==> config.mk <==
export PLATFORM = sky130hd
export DESIGN_NAME = usb_rx_deserializer
export DESIGN_NICKNAME = d
export VERILOG_FILES = /design/src/rtl/usb_rx_pkg.sv /design/src/rtl/usb_rx_dpll.sv /design/src/rtl/usb_rx_deserializer.sv
export SDC_FILE = /design/constraint.sdc
export NUM_CORES = 1
export LEC_CHECK = 0
export CAP_MARGIN = 10
export CELL_PAD_IN_SITES_DETAIL_PLACEMENT = 1
export CELL_PAD_IN_SITES_GLOBAL_PLACEMENT = 1
export CORE_MARGIN = 1.5
export CORE_UTILIZATION = 35
export CTS_BUF_LIST = sky130_fd_sc_hd__clkbuf_4 sky130_fd_sc_hd__clkbuf_8
export DETAILED_ROUTE_END_ITERATION = 12
export PLACE_DENSITY = 0.72
export SLEW_MARGIN = 10
export SYNTH_ARGS = -nofsm -noshare
export SYNTH_HDL_FRONTEND = slang
export SYNTH_SLANG_ARGS = --single-unit
==> constraint.sdc <==
create_clock -name useClk -period 3.9 [get_ports useClk]
set_input_delay 0.78 -clock useClk [delete_from_list [all_inputs] [get_ports useClk]]
set_output_delay 0.78 -clock useClk [all_outputs]
set_load 0.005 [all_outputs]
==> src/rtl/usb_rx_pkg.sv <==
// Shared constants for the USB receive path: synced line-state codes and the
// receive FSM encoding.
package usb_rx_pkg;

  // {dp, dn} after synchronisation
  localparam logic [1:0] LINE_SE0 = 2'b00;
  localparam logic [1:0] LINE_K   = 2'b01;
  localparam logic [1:0] LINE_J   = 2'b10;
  localparam logic [1:0] LINE_SE1 = 2'b11;

  localparam logic [2:0] ST_IDLE = 3'd0;
  localparam logic [2:0] ST_SYNC = 3'd1;
  localparam logic [2:0] ST_DATA = 3'd2;
  localparam logic [2:0] ST_EOP  = 3'd3;
  localparam logic [2:0] ST_ERR  = 3'd4;

endpackage

==> src/rtl/usb_rx_dpll.sv <==
// Line synchroniser and digital phase recovery: re-centres the bit sampling
// point on every synced line-state change.
module usb_rx_dpll
  import usb_rx_pkg::*;
#(
  parameter int OVERSAMPLE = 10
) (
  input  logic       useClk,
  input  logic       reset,
  input  logic       dp,
  input  logic       dn,
  output logic       sampleStb,
  output logic [1:0] lineState
);

  localparam int PW = $clog2(OVERSAMPLE);
  localparam logic [PW-1:0] SAMPLE_PHASE = PW'(OVERSAMPLE / 2);
  localparam logic [PW-1:0] LAST_PHASE   = PW'(OVERSAMPLE - 1);

  logic [1:0]    r_meta;
  logic [1:0]    r_sync;
  logic [1:0]    r_last;
  logic [PW-1:0] r_phase;
  logic [PW-1:0] w_phase;

  // A line change makes the current cycle phase 0, so the sample lands
  // OVERSAMPLE/2 cycles after the synced edge.
  assign w_phase   = (r_sync != r_last) ? '0 : r_phase;
  assign sampleStb = (w_phase == SAMPLE_PHASE);
  assign lineState = r_sync;

  always_ff @(posedge useClk) begin
    if (reset) begin
      r_meta  <= LINE_J;
      r_sync  <= LINE_J;
      r_last  <= LINE_J;
      r_phase <= '0;
    end else begin
      r_meta  <= {dp, dn};
      r_sync  <= r_meta;
      r_last  <= r_sync;
      r_phase <= (w_phase == LAST_PHASE) ? '0 : w_phase + 1'b1;
    end
  end

endmodule

==> src/rtl/usb_rx_deserializer.sv <==
// USB receive front end: NRZI decode, bit unstuffing, SYNC/EOP framing and
// LSB-first word assembly on top of the phase-recovery block.
module usb_rx_deserializer
  import usb_rx_pkg::*;
#(
  parameter int OVERSAMPLE     = 10,
  parameter int DATA_W         = 8,
  parameter int STUFF_LEN      = 6,
  parameter int SYNC_MIN_ZEROS = 5
) (
  input  logic              useClk,
  input  logic              reset,
  input  logic              dp,
  input  logic              dn,
  output logic [DATA_W-1:0] rxData,
  output logic              rxValid,
  output logic              rxActive,
  output logic              eop,
  output logic              stuffErr,
  output logic              byteErr
);

  localparam int BW = $clog2(DATA_W) + 1;
  localparam int OW = $clog2(STUFF_LEN + 1);
  localparam int ZW = $clog2(SYNC_MIN_ZEROS + 1);
  localparam logic [BW-1:0] BIT_FULL = BW'(DATA_W);
  localparam logic [OW-1:0] ONES_MAX = OW'(STUFF_LEN);
  localparam logic [ZW-1:0] ZERO_SAT = ZW'(SYNC_MIN_ZEROS);

  logic              w_stb;
  logic [1:0]        w_line;
  logic              w_is_data_sym;
  logic              w_bit;
  logic              w_stuff_viol;
  logic [BW-1:0]     w_bit_base;

  logic [2:0]        r_state;
  logic [1:0]        r_prev_line;
  logic [OW-1:0]     r_ones;
  logic [BW-1:0]     r_bit_cnt;
  logic [ZW-1:0]     r_zeros;
  logic [DATA_W-1:0] r_shift;
  logic [DATA_W-1:0] r_rx_data;
  logic              r_rx_valid;
  logic              r_active;
  logic              r_eop;
  logic              r_stuff_err;
  logic              r_byte_err;

  usb_rx_dpll #(.OVERSAMPLE(OVERSAMPLE)) u_dpll (
    .useClk    (useClk),
    .reset     (reset),
    .dp        (dp),
    .dn        (dn),
    .sampleStb (w_stb),
    .lineState (w_line)
  );

  assign w_is_data_sym = (w_line == LINE_J) || (w_line == LINE_K);
  assign w_bit         = (w_line == r_prev_line);
  assign w_stuff_viol  = w_stb && (r_state == ST_DATA) && w_is_data_sym &&
                         (r_ones == ONES_MAX) && w_bit;
  assign w_bit_base    = (r_bit_cnt == BIT_FULL) ? '0 : r_bit_cnt;

  always_ff @(posedge useClk) begin
    if (reset) begin
      r_state     <= ST_IDLE;
      r_prev_line <= LINE_J;
      r_ones      <= '0;
      r_bit_cnt   <= '0;
      r_zeros     <= '0;
      r_shift     <= '0;
      r_rx_data   <= '0;
      r_rx_valid  <= 1'b0;
      r_active    <= 1'b0;
      r_eop       <= 1'b0;
      r_stuff_err <= 1'b0;
      r_byte_err  <= 1'b0;
    end else begin
      // NOTE: strobes default low here and are raised below, so each is a
      // single-cycle pulse; every register in this block uses <= only.
      r_rx_valid  <= 1'b0;
      r_eop       <= 1'b0;
      r_stuff_err <= 1'b0;
      r_byte_err  <= 1'b0;

      if (r_bit_cnt == BIT_FULL) begin
        r_bit_cnt <= '0;
        if (!w_stuff_viol) begin
          r_rx_valid <= 1'b1;
          r_rx_data  <= r_shift;
        end
      end

      if (w_stb) begin
        if (w_is_data_sym) r_prev_line <= w_line;
        case (r_state)
          ST_IDLE: if (w_line == LINE_K) begin
            r_state <= ST_SYNC;
            r_zeros <= ZW'(1);
          end
          ST_SYNC: begin
            if (w_line == LINE_SE0) r_state <= ST_IDLE;
            else if (w_line == LINE_SE1) r_state <= ST_ERR;
            else if (!w_bit) begin
              if (r_zeros != ZERO_SAT) r_zeros <= r_zeros + 1'b1;
            end else if (r_zeros >= ZERO_SAT) begin
              r_state   <= ST_DATA;
              r_active  <= 1'b1;
              r_ones    <= '0;
              r_bit_cnt <= '0;
            end else r_state <= ST_IDLE;
          end
          ST_DATA: begin
            if (w_line == LINE_SE0) r_state <= ST_EOP;
            else if (w_line == LINE_SE1) begin
              r_state  <= ST_ERR;
              r_active <= 1'b0;
            end else if (r_ones == ONES_MAX) begin
              // the bit after a full run of ones must be the stuffed 0
              if (w_bit) begin
                r_stuff_err <= 1'b1;
                r_state     <= ST_ERR;
                r_active    <= 1'b0;
              end else r_ones <= '0;
            end else begin
              r_shift   <= {w_bit, r_shift[DATA_W-1:1]};
              r_ones    <= w_bit ? r_ones + 1'b1 : '0;
              r_bit_cnt <= w_bit_base + 1'b1;
            end
          end
          ST_EOP: begin
            if (w_line == LINE_J) begin
              r_eop      <= 1'b1;
              r_byte_err <= (r_bit_cnt != '0);
              r_active   <= 1'b0;
              r_bit_cnt  <= '0;
              r_state    <= ST_IDLE;
            end else if (w_line != LINE_SE0) begin
              r_state  <= ST_ERR;
              r_active <= 1'b0;
            end
          end
          ST_ERR: if (w_line == LINE_J) begin
            r_state   <= ST_IDLE;
            r_bit_cnt <= '0;
          end
          default: r_state <= ST_IDLE;
        endcase
      end
    end
  end

  assign rxData   = r_rx_data;
  assign rxValid  = r_rx_valid;
  assign rxActive = r_active;
  assign eop      = r_eop;
  assign stuffErr = r_stuff_err;
  assign byteErr  = r_byte_err;

endmodule
Word level (Yosys, flattened, before mapping)

Index checks and enable logic that the tools add are counted.

Output and inout bits: 13
Logic and storage cells: 140
Register bits: 46
Bits of input ports: 4

Equality and inequality tests: 31
Magnitude comparators: 1
Reductions and logical operators: 25
Mux-type cells: 54
Bitwise logic cells: 9
Add/subtract/negate cells: 4

Operators by type and width:

| operator                                                        | number |
|---|---|
| 3-bit two-way mux                                               | 24 |
| 4-bit two-way mux                                               | 11 |
| 2-bit != test, second input constant                            | 10 |
| 3-bit case mux with 5 select lines                              | 1 |
| 7-bit AND reduction                                             | 2 |
| 1-bit two-way mux                                               | 13 |
| 3-bit case mux with 2 select lines                              | 2 |
| 4-bit case mux with 3 select lines                              | 1 |
| 10-bit AND reduction                                            | 1 |
| 3-bit != test, second input constant                            | 3 |
| 1-bit inverter                                                  | 9 |
| 9-bit AND reduction                                             | 1 |
| 4-bit by 1-bit adder with 4-bit output, second input constant   | 2 |
| 4-bit == test, second input constant                            | 2 |
| 3-bit by 1-bit adder with 3-bit output, second input constant   | 2 |
| 3-bit by 2-bit == test with 1-bit output, second input constant | 2 |
| 3-bit == test, second input constant                            | 2 |
| 2-bit nonzero test                                              | 3 |
| 2-bit OR reduction                                              | 3 |
| 6-bit OR reduction                                              | 1 |
| 5-bit AND reduction                                             | 1 |
| 2-bit == test, second input constant                            | 2 |
| 4-bit by 3-bit == test with 1-bit output, second input constant | 1 |
| 1-bit logical AND                                               | 4 |
| 20 further kinds                                                | 21 |

Depth between registers and ports, before layout

Depth after elaboration: 9
Depth in mapped cells: 11
Depth with buffers taken out: 9

Cells and area by module

A second synthesis with hierarchy kept.

Cells, all modules: 268
Area, all modules: 2351.0 µm²

Modules (own cells, without submodules):

| module              | area an instance (µm²) | instances | seq. area each (µm²) | cells each |
|---|---|---|---|---|
| usb_rx_deserializer | 1948.1                 | 1         | 720.7                | 227 |
| usb_rx_dpll         | 402.9                  | 1         | 200.2                | 41 |

Worst setup path after synthesis

Ideal clock, no wire load.

Path type: reg2reg
Start: register u_dpll.r_sync[0], in the netlist u_dpll.lineState[0]
End: register r_state[0]
Clock period less this slack: 2532 ps
Path buffers: 1
Slack: 1368 ps
Library setup time: 71 ps
Data required time: 3829 ps
Stages on the path, launching flop included: 11
Data arrival time: 2461 ps
Path through: dfxtp_1 > buf_6 > xor2_1 > nor2_1 > and2_1 > ha_1 > nand3b_1 > nor3_4 > nand4_2 > or4_1 > a21oi_1

Cells in the longest elaborated chain, start to end: 4
Elaborated cells between the ends (all ways): 22
Those cells by class: eq/ne: 12; mux: 7; reduce/logical: 3

Ends and longest elaborated chain:

| element                                                                                    | RTL line                                                                  | text |
|---|---|---|
| start, declared                                                                            | usb_rx_dpll.sv:21                                                         | `logic [1:0] r_sync;` |
| start signal, assigned                                                                     | usb_rx_dpll.sv:40                                                         | `r_sync <= r_meta;` |
| 2-bit != test or 2-bit == test (tied branches)                                             | usb_rx_dpll.sv:28, usb_rx_deserializer.sv:104, usb_rx_deserializer.sv:116 |  |
| 4-bit two-way mux, or another cell as far along                                            | usb_rx_dpll.sv:28                                                         | `assign w_phase = (r_sync != r_last) ? '0 : r_phase;` |
| 4-bit by 3-bit == test with 1-bit output, or another cell as far along                     | usb_rx_dpll.sv:29                                                         | `assign sampleStb = (w_phase == SAMPLE_PHASE);` |
| 7-bit AND reduction (no source line) or 3-bit case mux with 5 select lines (tied branches) | n/a                                                                       |  |
| end signal, assigned                                                                       | usb_rx_deserializer.sv:67                                                 | `r_state <= ST_IDLE;` |
| end signal, assigned                                                                       | usb_rx_deserializer.sv:99                                                 | `r_state <= ST_SYNC;` |
| end signal, assigned                                                                       | usb_rx_deserializer.sv:103                                                | `if (w_line == LINE_SE0) r_state <= ST_IDLE;` |
| end, declared                                                                              | usb_rx_deserializer.sv:37                                                 | `logic [2:0] r_state;` |

Several ways; a longest one is shown, not always the timed one.
A chain may end at the register's enable or synchronous reset.

Worst setup path after layout

Start: register u_dpll.r_sync[0], in the netlist u_dpll.lineState[0]
End: register r_bit_cnt[2]

Cells in the longest elaborated chain, start to end: 6
Elaborated cells between the ends (all ways): 15
Those cells by class: eq/ne: 5; mux: 9; reduce/logical: 1

Ends and longest elaborated chain:

| element                            | RTL line                   | text |
|---|---|---|
| 2-bit == test                      | usb_rx_deserializer.sv:60  | `assign w_bit = (w_line == r_prev_line);` |
| 4-bit two-way mux                  | usb_rx_deserializer.sv:105 | `else if (!w_bit) begin` |
| 4-bit two-way mux                  | usb_rx_deserializer.sv:104 | `else if (w_line == LINE_SE1) r_state <= ST_ERR;` |
| 4-bit two-way mux                  | usb_rx_deserializer.sv:103 |  |
| 4-bit case mux with 3 select lines | usb_rx_deserializer.sv:97  | `case (r_state)` |
| 4-bit two-way mux *                | usb_rx_deserializer.sv:95  | `if (w_stb) begin` |
| end signal, assigned               | usb_rx_deserializer.sv:129 | `r_bit_cnt <= w_bit_base + 1'b1;` |
| end, declared                      | usb_rx_deserializer.sv:40  | `logic [BW-1:0] r_bit_cnt;` |

Every way passes the cells marked *; elsewhere a longest branch is shown, timed or not.

==> flow_results.org <==
** Yosys
- Synthesis handed over a netlist of 266 instances.
- Summing every instance area after synthesis gives 2355 µm².
- Fraction of synthesized area in multiplexers :: between 8 and 9%
- Xor/xnor cell area share of the yosys netlist :: 3.348%
- Most used flip-flop cell after synthesis :: sky130_fd_sc_hd__dfxtp_1
- The number of different library cells used by synthesis comes to 50.
- Summing the areas of all fa, ha and maj instances in the mapped netlist gives 7.439% of the synthesized area.
- Of the total synthesized cell area, the portion taken by AND, OR, NAND and NOR gates is 23.38%.
- Avg Cell Area, Syn :: 8.852 µm²
- Share of the synthesized area in compound gates (AO/OA/AOI/OAI) :: approximately 14%
- After synthesis, the largest family of logic cells by area is simple AND/OR/NAND/NOR gates.
- Synth Warn # :: 0
- Post-synthesis sequential element count :: 46
- Register area share after synthesis :: 39.11%
- Syn nets :: roughly 280
- The synthesized design contains 0 enable-type register cells.
- In the synthesized netlist the async set-or-reset flop fraction comes to 0%.

** STA
- Final setup TNS :: 0 ns
- Setup violations remaining at the end of the flow were counted as 0.
- After layout, the minimum clock period comes to 3.172 ns.
- Max-slew headroom :: between 50% and 60%
- For the pin with the worst max-slew slack, the measured transition is 0.6747 ns.
- The hold violation total from the final report came to 0.
- The final-report max-slew violation count is 0.
- Fmax :: ~0.32 GHz
- Setup repair after global routing missed its margin :: false
- Between clock sinks in the finished design, the worst skew comes to between 0.015 and 0.02 ns.
- Final period utilization :: 81.33%

** Clocking
- Counting the buffers created by CTS gives 5.
- Clock transition at the registers of the reported paths :: around 0.090 ns
- TritonCTS clock tree :: built
- Counting along the longest clock path gives a buffer depth of 2.
- The later pin in the worst-skew pair is clocked with a latency of ~0.31 ns.
- # clock sinks :: 46
- Once the clock tree was built, the setup fixing pass inserted 0 buffers.
- For this design, the CTS-stage hold fixing added 0 buffers.
- In this run the number of H-tree levels came out at 2.
- Root cell of the clock tree :: sky130_fd_sc_hd__clkbuf_8
- # resized after CTS :: 0

** Layout
- The library cell used most frequently in the layout, excluding fill and tap cells, is sky130_fd_sc_hd__dfxtp_1.
- Multi-input gate area :: 1326 µm²
- Area growth, synth to finish :: 13.66%
- For this run, the post-layout net count is 299.
- Sequential Area :: 920.9 µm²
- Commonest non-fill, non-tap cells in the layout :: sky130_fd_sc_hd__dfxtp_1, sky130_fd_sc_hd__nor2_1, sky130_fd_sc_hd__nand2_1
- The number of antenna diodes in the final layout is 0.
- For this run, the share of the core covered by cells in the final layout is 41.67%.
- Counting the fill cells in the layout gives about 770.
- Layout cells sized above 1 :: 6.738%

** Floorplan
- The die is 85.03 µm wide.
- In this run the core area contains 29 standard-cell rows.
- The initial utilization of the core area, before any placement, comes to 36.66%.
- For this design the top-level I/O count stands at 17.
- Core box area :: 6422 µm²
- The floorplan step set the die height to ~85 µm.
- Total Die Area :: approximately 7200 µm²

** Route
- For this run, the detailed router's first-pass iteration total came to 8.
- In the final routed layout, each cell accounts on average for between 15 and 20 µm.
- DRT iter0 DRCs :: 120
- The routed design has 5734 µm of wire.
- Routed vias/inst :: between 5 and 6
- In this run the remaining antenna-violating nets after routing total 0.
- In the routed design, unresolved DRC markers number 1.
- Detailed-route via count :: 1960

** Global routing
- Maximum number of pins on one net before global-route repair :: 41
- Number of antenna violations at the first check in global routing :: 0
- Via count of the first global-routing pass :: 2012
- GRT Total Usage :: between 10% and 20%
- First-pass GRT wire length :: approximately 10000 µm
- The total overflow left after global routing is 0.

** Setup path
- Largest fanout on the critical path :: 10
- The worst register-to-register path has a setup slack of roughly 0.73 ns.
- At the worst endpoint, the arrival time is 3.41 ns.
- Slowest cell on crit path :: sky130_fd_sc_hd__dfxtp_1
- The worst register-to-register path begins at u_dpll.lineState[0].
- The most critical setup path has its startpoint at u_dpll.lineState[0].
- STA classifies the critical path endpoint as a flop.
- End point of the critical path :: r_bit_cnt[2]
- Type of element launching the critical path :: flop
- Critical path cell sequence :: xor2_1 > nor2_1 > and2_1 > ha_1 > nand3b_1 > nor3_4 > buf_4 > nand3_1 > o31a_1 > o22ai_1
- CP max stage delay :: 0.52 ns
- For the worst flop-to-flop path, the logic depth is 10.
- In this run the critical register-to-register path is captured at r_bit_cnt[2].
- Data on the critical path is required at its endpoint by 4.14 ns.
- The worst setup path is of the reg2reg kind.

** Power
- Across the VDD grid, the largest voltage drop is between 0.1 and 0.15 mV.
- Leakage Power :: 0.0009978 µW
- Pwr/cell area :: about 310 nW/µm²

** Outcome
- The flow ran to the end, but the final reports show violations.
- Failing checks :: design-rule violations

** Placement
- Input and output buffers added on the ports amount to 16.
- Total half-perimeter wirelength after legalization and detailed placement :: 4194 µm
- The congestion estimate from routability-driven global placement came to between 0.8 and 0.9.

** Hold path
- The min-delay analysis places its worst path in the category reg2reg.

** Flow run
- The tool flagged a number of max-cap violations equal to 0.
==> cells by family (layout without fill, tap and decap cells) <==
family	Yosys count	in the layout
buffers and inverters	25	41
and+or+nand+nor	106	106
muxes	19	19
adders and majority gates	14	14
DFF	46	46
AOI/OAI and AO/OA	47	47
xor gates and xnor gates	9	9
==> Yosys cell counts, drive strengths merged, types with 6 or more instances <==
library cell / instances / area (µm²)
dfxtp: 46 / 920.9
mux2i: 18 / 180.2
nor2: 28 / 105.1
ha: 14 / 175.2
a21oi: 12 / 60.06
inv: 13 / 48.80
nand3: 9 / 45.04
nor2b: 7 / 43.79
buf: 7 / 40.03
nand4: 6 / 43.79
nor3: 7 / 46.30
nand2: 25 / 93.84
==> critical path: cells and delay by family (launching register included) <==
family	cells	cell delay [ns]
xor gates and xnor gates	1	0.22
buffers and inverters	1	0.20
adders and majority gates	1	0.25
DFF	1	0.52
AOI/OAI and AO/OA	2	0.57
and+or+nand+nor	5	1.35
==> power breakdown <==
part | internal [µW] | switching, µW
combinational | 16.0 | 32.3
clock | 130 | 181
sequential | 474 | 4.58
total | 620 | 218
==> state kept, by name (all words and copies together) (netlist names) <==
signal            count
u_dpll.r_phase        4
u_dpll.r_meta         2
r_prev_line           2
u_dpll.r_last         2
r_ones                3
r_state               3
r_bit_cnt             4
stuffErr              1
r_zeros               3
r_shift               8
eop                   1
u_dpll.lineState      2
rxActive              1
byteErr               1
rxData                8
rxValid               1
==> metrics by stage <==
| step | cell area, µm² | std cells | setup WS [ns] | hold WS (ns) | power [µW] |
|---|---|---|---|---|---|
| floorplan | 2355 | 266 | 1.368 | 0.3895 | 521.6 |
| global placement | 2582 | 351 | 0.9496 | 0.4071 | 536.8 |
| detailed placement | 2582 | 351 | 0.7734 | 0.4073 | 538.4 |
| CTS | 2676 | 359 | 0.7569 | 0.4282 | 853.7 |
| global route | 2676 | 359 | 0.5447 | 0.4485 | 874.0 |
| finish | 2676 | 359 | 0.7280 | 0.4239 | 838.2 |
==> how the worst min path moves through the flow <==
stage	startpoint	endpoint	slack, ns	depth (start not counted)
global placement	u_dpll.r_meta[1]	u_dpll.lineState[1]	0.41	1
finish	u_dpll.r_meta[1]	u_dpll.lineState[1]	0.42	1
global route	u_dpll.r_meta[1]	u_dpll.lineState[1]	0.45	1
floorplan	u_dpll.r_meta[1]	u_dpll.lineState[1]	0.39	1
detailed placement	u_dpll.r_meta[1]	u_dpll.lineState[1]	0.41	1
CTS	u_dpll.r_meta[1]	u_dpll.lineState[1]	0.43	1
==> layer usage <==
metal  global-route usage [%]  up-vias  share of wire (%)
li1                         -      975                  -
met3                    2.918        6                2.4
met2                    28.35       21                 46
met5                        0        -                  0
met4                    5.812        0                1.4
met1                    23.61      958                 50
==> area by class of cell <==
type                    count  share of cell area, %
flip-flops and latches     46                  34.41
clock inverters             3                 0.9350
multi-input cells         195                  49.56
inverters                  13                  1.823
repair buffers             20                  7.106
well taps                  77                  3.600
clock buffers               5                  2.571
Note: power is estimated with default switching activity, not from simulation.
